==> src/rtl/boot_loader_ctrl.sv <==
// Boot sequencer: receives a framed program image over UART, writes it to
// instruction memory, checks the byte checksum and then releases the core.
//
// state | meaning
// IDLE  | waiting for SYNC_BYTE, other bytes dropped
// LEN0  | expecting length low byte
// LEN1  | expecting length high byte, range check
// DATA  | assembling payload words and writing them
// CSUM  | expecting checksum byte
// ACK   | presenting reply byte until transmitter accepts it
// RUN   | image loaded, core released; left only by reset
module boot_loader_ctrl #(
   parameter int          MEM_WORDS      = 4096,
   parameter int          ADDR_W         = $clog2(MEM_WORDS),
   parameter int          TIMEOUT_CYCLES = 1000000,
   parameter logic [7:0]  SYNC_BYTE      = 8'hA5,
   parameter logic [7:0]  ACK_OK         = 8'h4B,
   parameter logic [7:0]  ACK_ERR        = 8'h45
) (
   input  logic              i_clk,
   input  logic              i_rst,
   input  logic              i_clk_en,
   input  logic              i_rx_valid,
   input  logic [7:0]        i_rx_data,
   output logic              o_tx_valid,
   output logic [7:0]        o_tx_data,
   input  logic              i_tx_ready,
   output logic              o_mem_we,
   output logic [ADDR_W-1:0] o_mem_addr,
   output logic [31:0]       o_mem_wdata,
   output logic              o_core_rst,
   output logic              o_booted,
   output logic              o_error
);

   localparam int              TMO_W    = (TIMEOUT_CYCLES > 1) ? $clog2(TIMEOUT_CYCLES) : 1;
   localparam logic [TMO_W-1:0] TMO_LOAD = TMO_W'(TIMEOUT_CYCLES - 1);
   localparam logic [16:0]     MAX_LEN  = 17'(MEM_WORDS);

   typedef enum logic [2:0] {
      S_IDLE, S_LEN0, S_LEN1, S_DATA, S_CSUM, S_ACK, S_RUN
   } state_t;

   state_t              state_q, state_d;
   logic [15:0]         len_q, len_d;
   logic [ADDR_W-1:0]   widx_q, widx_d;
   logic [1:0]          bcnt_q, bcnt_d;
   logic [23:0]         word_q, word_d;
   logic [7:0]          csum_q, csum_d;
   logic [TMO_W-1:0]    tmo_q, tmo_d;
   logic                tx_valid_q, tx_valid_d;
   logic [7:0]          tx_data_q, tx_data_d;
   logic                mem_we_q, mem_we_d;
   logic [ADDR_W-1:0]   mem_addr_q, mem_addr_d;
   logic [31:0]         mem_wdata_q, mem_wdata_d;
   logic                core_rst_q, core_rst_d;
   logic                booted_q, booted_d;
   logic                error_q, error_d;

   logic [15:0] len_new;
   logic        last_word;

   assign len_new   = {i_rx_data, len_q[7:0]};
   assign last_word = (17'(widx_q) + 17'd1) == 17'(len_q);

   always_comb begin
      state_d     = state_q;
      len_d       = len_q;
      widx_d      = widx_q;
      bcnt_d      = bcnt_q;
      word_d      = word_q;
      csum_d      = csum_q;
      tmo_d       = tmo_q;
      tx_valid_d  = tx_valid_q;
      tx_data_d   = tx_data_q;
      mem_we_d    = 1'b0;
      mem_addr_d  = mem_addr_q;
      mem_wdata_d = mem_wdata_q;
      core_rst_d  = core_rst_q;
      booted_d    = booted_q;
      error_d     = error_q;

      case (state_q)
         S_IDLE: begin
            if (i_rx_valid && i_rx_data == SYNC_BYTE) begin
               error_d = 1'b0;
               csum_d  = 8'h00;
               widx_d  = '0;
               bcnt_d  = 2'd0;
               tmo_d   = TMO_LOAD;
               state_d = S_LEN0;
            end
         end
         S_ACK: begin
            if (i_tx_ready) begin
               tx_valid_d = 1'b0;
               if (tx_data_q == ACK_OK) begin
                  state_d    = S_RUN;
                  core_rst_d = 1'b0;
                  booted_d   = 1'b1;
               end else begin
                  state_d = S_IDLE;
               end
            end
         end
         S_RUN: ;
         default: begin
            // Timeout wins over a byte arriving on the same cycle.
            if (tmo_q == '0) begin
               state_d = S_IDLE;
               error_d = 1'b1;
            end else if (!i_rx_valid) begin
               tmo_d = tmo_q - TMO_W'(1);
            end else begin
               tmo_d = TMO_LOAD;
               case (state_q)
                  S_LEN0: begin
                     len_d   = {8'h00, i_rx_data};
                     state_d = S_LEN1;
                  end
                  S_LEN1: begin
                     len_d = len_new;
                     if (17'(len_new) > MAX_LEN) begin
                        tx_valid_d = 1'b1;
                        tx_data_d  = ACK_ERR;
                        error_d    = 1'b1;
                        state_d    = S_ACK;
                     end else if (len_new == 16'd0) begin
                        state_d = S_CSUM;
                     end else begin
                        state_d = S_DATA;
                     end
                  end
                  S_DATA: begin
                     csum_d = csum_q + i_rx_data;
                     word_d = {i_rx_data, word_q[23:8]};
                     bcnt_d = bcnt_q + 2'd1;
                     if (bcnt_q == 2'd3) begin
                        mem_we_d    = 1'b1;
                        mem_addr_d  = widx_q;
                        mem_wdata_d = {i_rx_data, word_q};
                        if (last_word) state_d = S_CSUM;
                        else           widx_d  = widx_q + ADDR_W'(1);
                     end
                  end
                  S_CSUM: begin
                     tx_valid_d = 1'b1;
                     state_d    = S_ACK;
                     if (i_rx_data == csum_q) begin
                        tx_data_d = ACK_OK;
                     end else begin
                        tx_data_d = ACK_ERR;
                        error_d   = 1'b1;
                     end
                  end
                  default: state_d = S_IDLE;
               endcase
            end
         end
      endcase
   end

   always_ff @(posedge i_clk or posedge i_rst) begin
      if (i_rst) begin
         state_q     <= S_IDLE;
         len_q       <= '0;
         widx_q      <= '0;
         bcnt_q      <= '0;
         word_q      <= '0;
         csum_q      <= '0;
         tmo_q       <= '0;
         tx_valid_q  <= 1'b0;
         tx_data_q   <= '0;
         mem_we_q    <= 1'b0;
         mem_addr_q  <= '0;
         mem_wdata_q <= '0;
         core_rst_q  <= 1'b1;
         booted_q    <= 1'b0;
         error_q     <= 1'b0;
      end else if (i_clk_en) begin
         state_q     <= state_d;
         len_q       <= len_d;
         widx_q      <= widx_d;
         bcnt_q      <= bcnt_d;
         word_q      <= word_d;
         csum_q      <= csum_d;
         tmo_q       <= tmo_d;
         tx_valid_q  <= tx_valid_d;
         tx_data_q   <= tx_data_d;
         mem_we_q    <= mem_we_d;
         mem_addr_q  <= mem_addr_d;
         mem_wdata_q <= mem_wdata_d;
         core_rst_q  <= core_rst_d;
         booted_q    <= booted_d;
         error_q     <= error_d;
      end
   end

   assign o_tx_valid  = tx_valid_q;
   assign o_tx_data   = tx_data_q;
   assign o_mem_we    = mem_we_q;
   assign o_mem_addr  = mem_addr_q;
   assign o_mem_wdata = mem_wdata_q;
   assign o_core_rst  = core_rst_q;
   assign o_booted    = booted_q;
   assign o_error     = error_q;

endmodule

==> config.mk <==
export PLATFORM = sky130hd
export DESIGN_NAME = boot_loader_ctrl
export DESIGN_NICKNAME = d
export VERILOG_FILES = /design/src/rtl/boot_loader_ctrl.sv
export SDC_FILE = /design/constraint.sdc
export NUM_CORES = 1
export LEC_CHECK = 0
export BUFFER_PORTS_ARGS = -buffer_cell sky130_fd_sc_hd__clkbuf_2
export CAP_MARGIN = 10
export CORE_ASPECT_RATIO = 1.1
export CORE_UTILIZATION = 59
export DETAILED_ROUTE_END_ITERATION = 10
export GPL_ROUTABILITY_DRIVEN = 0
export GPL_TIMING_DRIVEN = 0
export MAX_ROUTING_LAYER = met4
export PLACE_DENSITY = 0.89
export SLEW_MARGIN = 20
export SYNTH_ARGS = -nofsm -noshare
export SYNTH_HDL_FRONTEND = slang
export SYNTH_SLANG_ARGS = --single-unit
==> constraint.sdc <==
create_clock -name i_clk -period 5.4 [get_ports i_clk]
set_clock_uncertainty 0.15 [all_clocks]
set_input_delay 0.27 -clock i_clk [delete_from_list [all_inputs] [get_ports i_clk]]
set_output_delay 0.27 -clock i_clk [all_outputs]
set_load 0.005 [all_outputs]
Word-level counts from Yosys, hierarchy flattened
Index checks and enable logic that the tools add are counted.
{"block": "totals", "ff_bits": 142, "in_bits": 13, "output_inout_bits": 57, "word_cells": 132}
{"block": "op_classes", "n_addsub": 5, "n_lt_le_gt_ge": 1, "eq_ne": 22, "n_mux": 53, "bitwise": 6, "n_reduce_logical": 29}
{"operator": "$mux W12", "n": 6}
{"operator": "$mux W20", "n": 3}
{"operator": "$mux W8", "n": 5}
{"operator": "$pmux W20 S2", "n": 1}
{"operator": "$pmux W16 S2", "n": 1}
{"operator": "$pmux W8 S2", "n": 2}
{"operator": "$mux W3", "n": 9}
{"operator": "$pmux W12 S2", "n": 1}
{"operator": "$reduce_and A6 Y1", "n": 4}
{"operator": "$reduce_and A7 Y1", "n": 3}
{"operator": "$logic_not A20 Y1", "n": 1}
{"operator": "$sub A20 B1 Y20 const B", "n": 1}
{"operator": "$eq A13 B16 Y1", "n": 1}
{"operator": "$gt A16 B13 Y1 const B", "n": 1}
{"operator": "$logic_not A16 Y1", "n": 1}
{"operator": "$add A12 B1 Y13 const B", "n": 1}
{"operator": "$mux W1", "n": 13}
{"operator": "$add A12 B1 Y12 const B", "n": 1}
{"operator": "$pmux W3 S4", "n": 1}
{"operator": "$reduce_bool A2 Y1", "n": 6}
{"operator": "$ne A5 B5 Y1 const B", "n": 2}
{"operator": "$reduce_and A5 Y1", "n": 2}
{"operator": "$eq A3 B3 Y1 const B", "n": 3}
{"operator": "$pmux W3 S3", "n": 1}
{"operator": "other kinds (26)", "n": 46}

Longest topological paths before layout
{"block": "logic_depth", "depth_word": 8, "ltp_mapped": 14, "depth_no_buf": 10}

Worst setup path after synthesis
OpenSTA, ideal clock, no wires.
{"block": "synth_timing", "path_type": "register -> register", "startpoint": "reg tmo_q[0]", "endpoint": "reg mem_wdata_q[11], in the netlist o_mem_wdata[11]", "setup_time_ps": 127, "arrival_ps": 2952, "t_required_ps": 5123, "path_slack_ps": 2171, "path_stages_with_launch": 14, "n_path_buf": 5, "period_less_slack_ps": 3229, "cell_sequence": "dfrtp_1 > inv_1 > ha_1 > or3b_1 > or4_1 > buf_2 > or3_1 > buf_2 > and3_1 > buf_6 > nand2_4 > buf_6 > buf_6 > mux2_1"}
{"block": "synth_via", "elab_chain_cells": 3}
{"element": "start, declared", "line": "50", "source": "logic [TMO_W-1:0] tmo_q, tmo_d;"}
{"element": "start signal, assigned", "line": "187", "source": "tmo_q <= tmo_d;"}
{"element": "$logic_not A20 Y1", "line": "109", "source": "if (tmo_q == '0) begin"}
{"element": "$not A1 Y1 (no line)"}
{"element": "$reduce_and A6 Y1 (no line)"}
{"element": "end signal, assigned", "line": "192", "source": "mem_wdata_q <= mem_wdata_d;"}
{"element": "end, declared", "line": "55", "source": "logic [31:0] mem_wdata_q, mem_wdata_d;"}
No other way between the ends.
A chain may end at the register's enable or synchronous reset.

Worst setup path in the final report
{"block": "layout_timing", "startpoint": "reg tmo_q[0]", "endpoint": "reg tmo_q[17]"}
{"block": "layout_via", "elab_chain_cells": 4, "word_cells_on_any_way": 7, "classes_between": "add/sub (1); eq/ne (1); mux (3); reduce/logical (2)"}
{"element": "$sub A20 B1 Y20", "line": "113", "source": "tmo_d = tmo_q - TMO_W'(1);"}
{"element": "$mux W20", "line": "112", "source": "end else if (!i_rx_valid) begin"}
{"element": "$mux W20", "line": "109"}
{"element": "$pmux W20 S2", "line": "83", "source": "case (state_q)"}
Parallel ways exist; a longest one is shown, timed or not. The select of a mux whose other input is x is not followed.

==> results.py <==
metrics = {
    "worst_setup_path": {
        "cpLargestDelayFamily": "simple AND/OR/NAND/NOR gates",
        "startpoint_type": "flop",
        "slowest_stage": "nor3_1",
        "required_ns": 5.55,
        "crit_top_cell": "buf_2",
        "critPathBufInv": 3,
        "crit_type": "reg -> reg",
        "reg2reg_slack_ns": 1.75,
        "critPathCaptureType": "flop",
        "path_cells": "inv_1 -> ha_1 -> or3b_1 -> or4_1 -> buf_2 -> nor3_1 -> a21oi_1 -> buf_2 -> nand3_1 -> xor2_1 -> nand2_1",
        "rr_worst_depth": 11,
        "path_max_fanout": 10,
        "worstReg2RegStart": "tmo_q[0]",
        "cp.arrival_ns": 3.81,
        "max_stage_delay_ns": 0.65,
        "r2r-end": "tmo_q[17]",
    },
    "synthesis": {
        "synth_cell_types": 55,
        "ys_ff_latch": 137,
        "synthCells": 641,
        "avgSynthCellArea_um2": 10.3,
        "synth_edf_count": 0,
        "synthFlopType": "dfrtp_1",
        "ys_seq_area_share_pct": 51.9,
        "synthesis.area_um2": 6610,
        "synth_warnings": 0,
        "synth-async-reset-ratio_pct": 100,
    },
    "power": {
        "internal-power_mw": 2.25,
        "p_per_area_nw_per_um2": 444,
        "pwr-share-clk_pct": 33.8,
        "netSwitchingPower_mw": 1.20,
        "p_comb_share_pct": 24.7,
        "p_sw_share_pct": 34.7,
        "seqPwrFrac_pct": 41.5,
        "ir_drop_mv": 0.286,
        "p_leak_nw": 3.75,
    },
    "cts": {
        "cts_buffers": 17,
        "clk_path_buf_depth": 2,
        "cts_tree": "built",
        "cts_num_sinks": 137,
        "cts_repair_resize_count": 0,
        "clkLatencyLatePin_ns": 0.43,
        "h-tree-depth": 4,
        "clkSlewWorstSetupHoldPaths_ns": 0.06,
        "postCtsSetupBuffers": 0,
        "cts_root_buffer": "clkbuf_16",
    },
    "timing": {
        "grt_setup_unrepaired": "no",
        "final-hold-violation-count": 0,
        "fmax_mhz": 274,
        "slew_headroom_pct": 31.0,
        "period_minus_slack_ns": 3.65,
        "setup_ws_ns": 1.75,
        "period_share_pct": 67.7,
        "slew_violations": 0,
        "setup_viol": 0,
        "worstMarginPinSlew_ns": 1.03,
        "finalSetupTns_ns": 0,
    },
    "place": {
        "hpwl_um": 10600,
        "port_buffers": 65,
        "placed_cells": 856,
        "pre_cts_ws_ns": 1.88,
    },
    "layout": {
        "fillers": 766,
        "nets": 754,
        "antenna_cells": 0,
        "syn_to_final_growth_pct": 17.7,
        "layoutNonFillerInstCount": 890,
        "drive_above_1_share_pct": 22.9,
    },
    "drt": {
        "wirelength_um": 16100,
        "vias_per_cell": 6.09,
        "drc_errors": 0,
        "vias": 5416,
        "drtIter0Drc": 498,
        "dr.pass1.iters": 5,
        "ant_nets": 0,
        "wl_per_cell_um": 18.1,
    },
    "die": {
        "io_pins": 70,
        "fp.coreArea_um2": 10900,
        "dieHeight_um": 113,
        "initial_core_util_pct": 60.6,
        "row_count": 40,
        "die-area_um2": 11600,
        "fp.dieW_um": 103,
    },
    "global_routing": {
        "grt.overflow.total": 0,
        "grt_start_max_net_pins": 99,
        "grt_pass1_wl_um": 26500,
        "grt_pass1_vias": 5436,
        "grt_util_all_layers_pct": 30.8,
        "antenna_found_initial": 0,
    },
    "min_path": {
        "hp-class": "in -> reg",
        "hold_start": "i_tx_ready",
        "whs_endpoint": "o_tx_valid",
        "whs_path_depth": 3,
    },
    "status": {
        "status": "completed",
    },
    "job": {
        "drv_cap": 0,
    },
}
logic make-up (layout without fill, tap and decap cells):
logic type	after synthesis	in the layout	synth area share (%)
other cells	1	3	0.0567
flops	137	137	51.9
compound gates	101	101	10.4
simple gates	250	250	18.0
buf+inv	53	153	3.97
fa+ha+maj	11	11	2.20
mux	52	52	8.74
xor+xnor	36	36	4.77
cells in the mapped netlist (all sizes together) (7+ instances only):
master	number	area share, %
o21ai	31	2.3
a21oi	12	0.91
nor3	14	1.1
xor2	13	1.7
nor4	14	1.3
a22o	13	1.7
or4	9	1.0
clkbuf	20	1.1
nand3	13	0.98
nand2	125	7.2
buf	19	2.0
inv	14	0.79
o311ai	7	0.93
mux2	46	7.8
nand4	9	0.85
ha	10	1.9
o31ai	9	1.0
xnor2	23	3.0
nor2b	7	0.66
nor2	27	1.5
dfrtp	136	51
or3	8	0.76
placed cells by master, fill, tap and decap left out, types with 5 or more instances in the layout:
cell / Yosys / routed
dfrtp_1: 136 / 136
nand2_1: 124 / 124
clkbuf_2: 0 / 65
mux2_2: 43 / 43
o21ai_0: 29 / 29
nor2_1: 27 / 27
xnor2_1: 23 / 23
clkbuf_1: 20 / 20
clkbuf_16: 0 / 17
nor3_1: 14 / 14
nor4_1: 14 / 14
inv_1: 14 / 13
a22o_1: 13 / 13
xor2_1: 13 / 13
nand3_1: 13 / 13
a21oi_1: 12 / 12
ha_1: 10 / 10
or4_1: 9 / 9
buf_4: 9 / 9
nand4_1: 9 / 9
o31ai_1: 9 / 9
or3_1: 8 / 8
nor2b_1: 7 / 7
o311ai_0: 7 / 7
inv_8: 0 / 7
buf_2: 6 / 6
or2_2: 6 / 6
mux2i_1: 6 / 6
nand2b_1: 5 / 5
a21o_1: 5 / 5
a31oi_1: 5 / 5
inv_6: 0 / 5
sequential cells by signal, summed over array words and instances, names as in the netlist:
| register | count |
|---|---|
| bcnt_q | 2 |
| csum_q | 8 |
| len_q | 16 |
| o_booted | 1 |
| o_core_rst | 1 |
| o_error | 1 |
| o_mem_addr | 12 |
| o_mem_wdata | 32 |
| o_mem_we | 1 |
| o_tx_data | 3 |
| o_tx_valid | 1 |
| state_q | 3 |
| tmo_q | 20 |
| widx_q | 12 |
| word_q | 24 |
what timing repair did:
item | in CTS | in global routing
hold buffers | 2 | 0
setup endpoints to repair | 0 | 0
endpoints found under the hold margin | 40 | 0
final cells by class:
type / instances / area (um^2) / area share [%]
well taps: 147 / 184 / 2.36
repair buffers: 68 / 373 / 4.79
multi-input cells: 453 / 2930 / 37.6
plain buffers: 39 / 210 / 2.70
inverters: 14 / 60.1 / 0.772
clock buffers: 17 / 425 / 5.47
clock inverters: 15 / 173 / 2.22
flip-flops and latches: 137 / 3430 / 44.1
worst max-delay path by stage:
stage / startpoint / endpoint / cells past startpoint
after detailed placement: tmo_q[0] / o_mem_wdata[13] / 13
final: tmo_q[0] / tmo_q[17] / 11
after global routing: tmo_q[0] / tmo_q[17] / 11
after CTS: tmo_q[0] / o_mem_wdata[12] / 13
after global placement: i_rst / o_mem_wdata[2] / 2
after floorplan: i_rst / bcnt_q[0] / 1
stage by stage:
stage                     util (%)  area [um^2]  power (mW)  hold slack, ns
after floorplan                  -         6620        2.00           0.216
after global placement        65.3         7130        2.17           0.301
after detailed placement      65.7         7160        2.24           0.120
after CTS                     71.3         7780        3.44          0.0197
after global routing          71.3         7780        3.62          0.0409
final                         71.3         7780        3.45          0.0197
per-layer routing:
| metal | vias to the layer above | GRT usage (%) | routed length, um |
|---|---|---|---|
| met3 | 63 | 7.16 | 1020 |
| met2 | 259 | 49.3 | 8230 |
| li1 | 2441 | - | - |
| met1 | 2653 | 35.7 | 6210 |
| met5 | - | - | 0 |
| met4 | 0 | 16.4 | 641 |
power by group through the flow:
stage               combinational [mW]  sequential [mW]  clock [mW]
finish                           0.855             1.43        1.17
global route                     0.943             1.46        1.22
CTS                              0.843             1.43        1.17
detailed placement               0.806             1.44           0
global placement                 0.746             1.42           0
floorplan                        0.609             1.39           0
worst register-to-register path, delay by kind of cell (launching register included):
kind | cells | cell delay (ns)
AO/OA/AOI/OAI | 1 | 0.37
flip-flops | 1 | 0.41
buffers and inverters | 3 | 0.54
AND/OR/NAND/NOR | 5 | 1.70
XOR/XNOR | 1 | 0.17
adder cells (fa/ha/maj) | 1 | 0.17
Note: power is estimated with default switching activity, not from simulation.
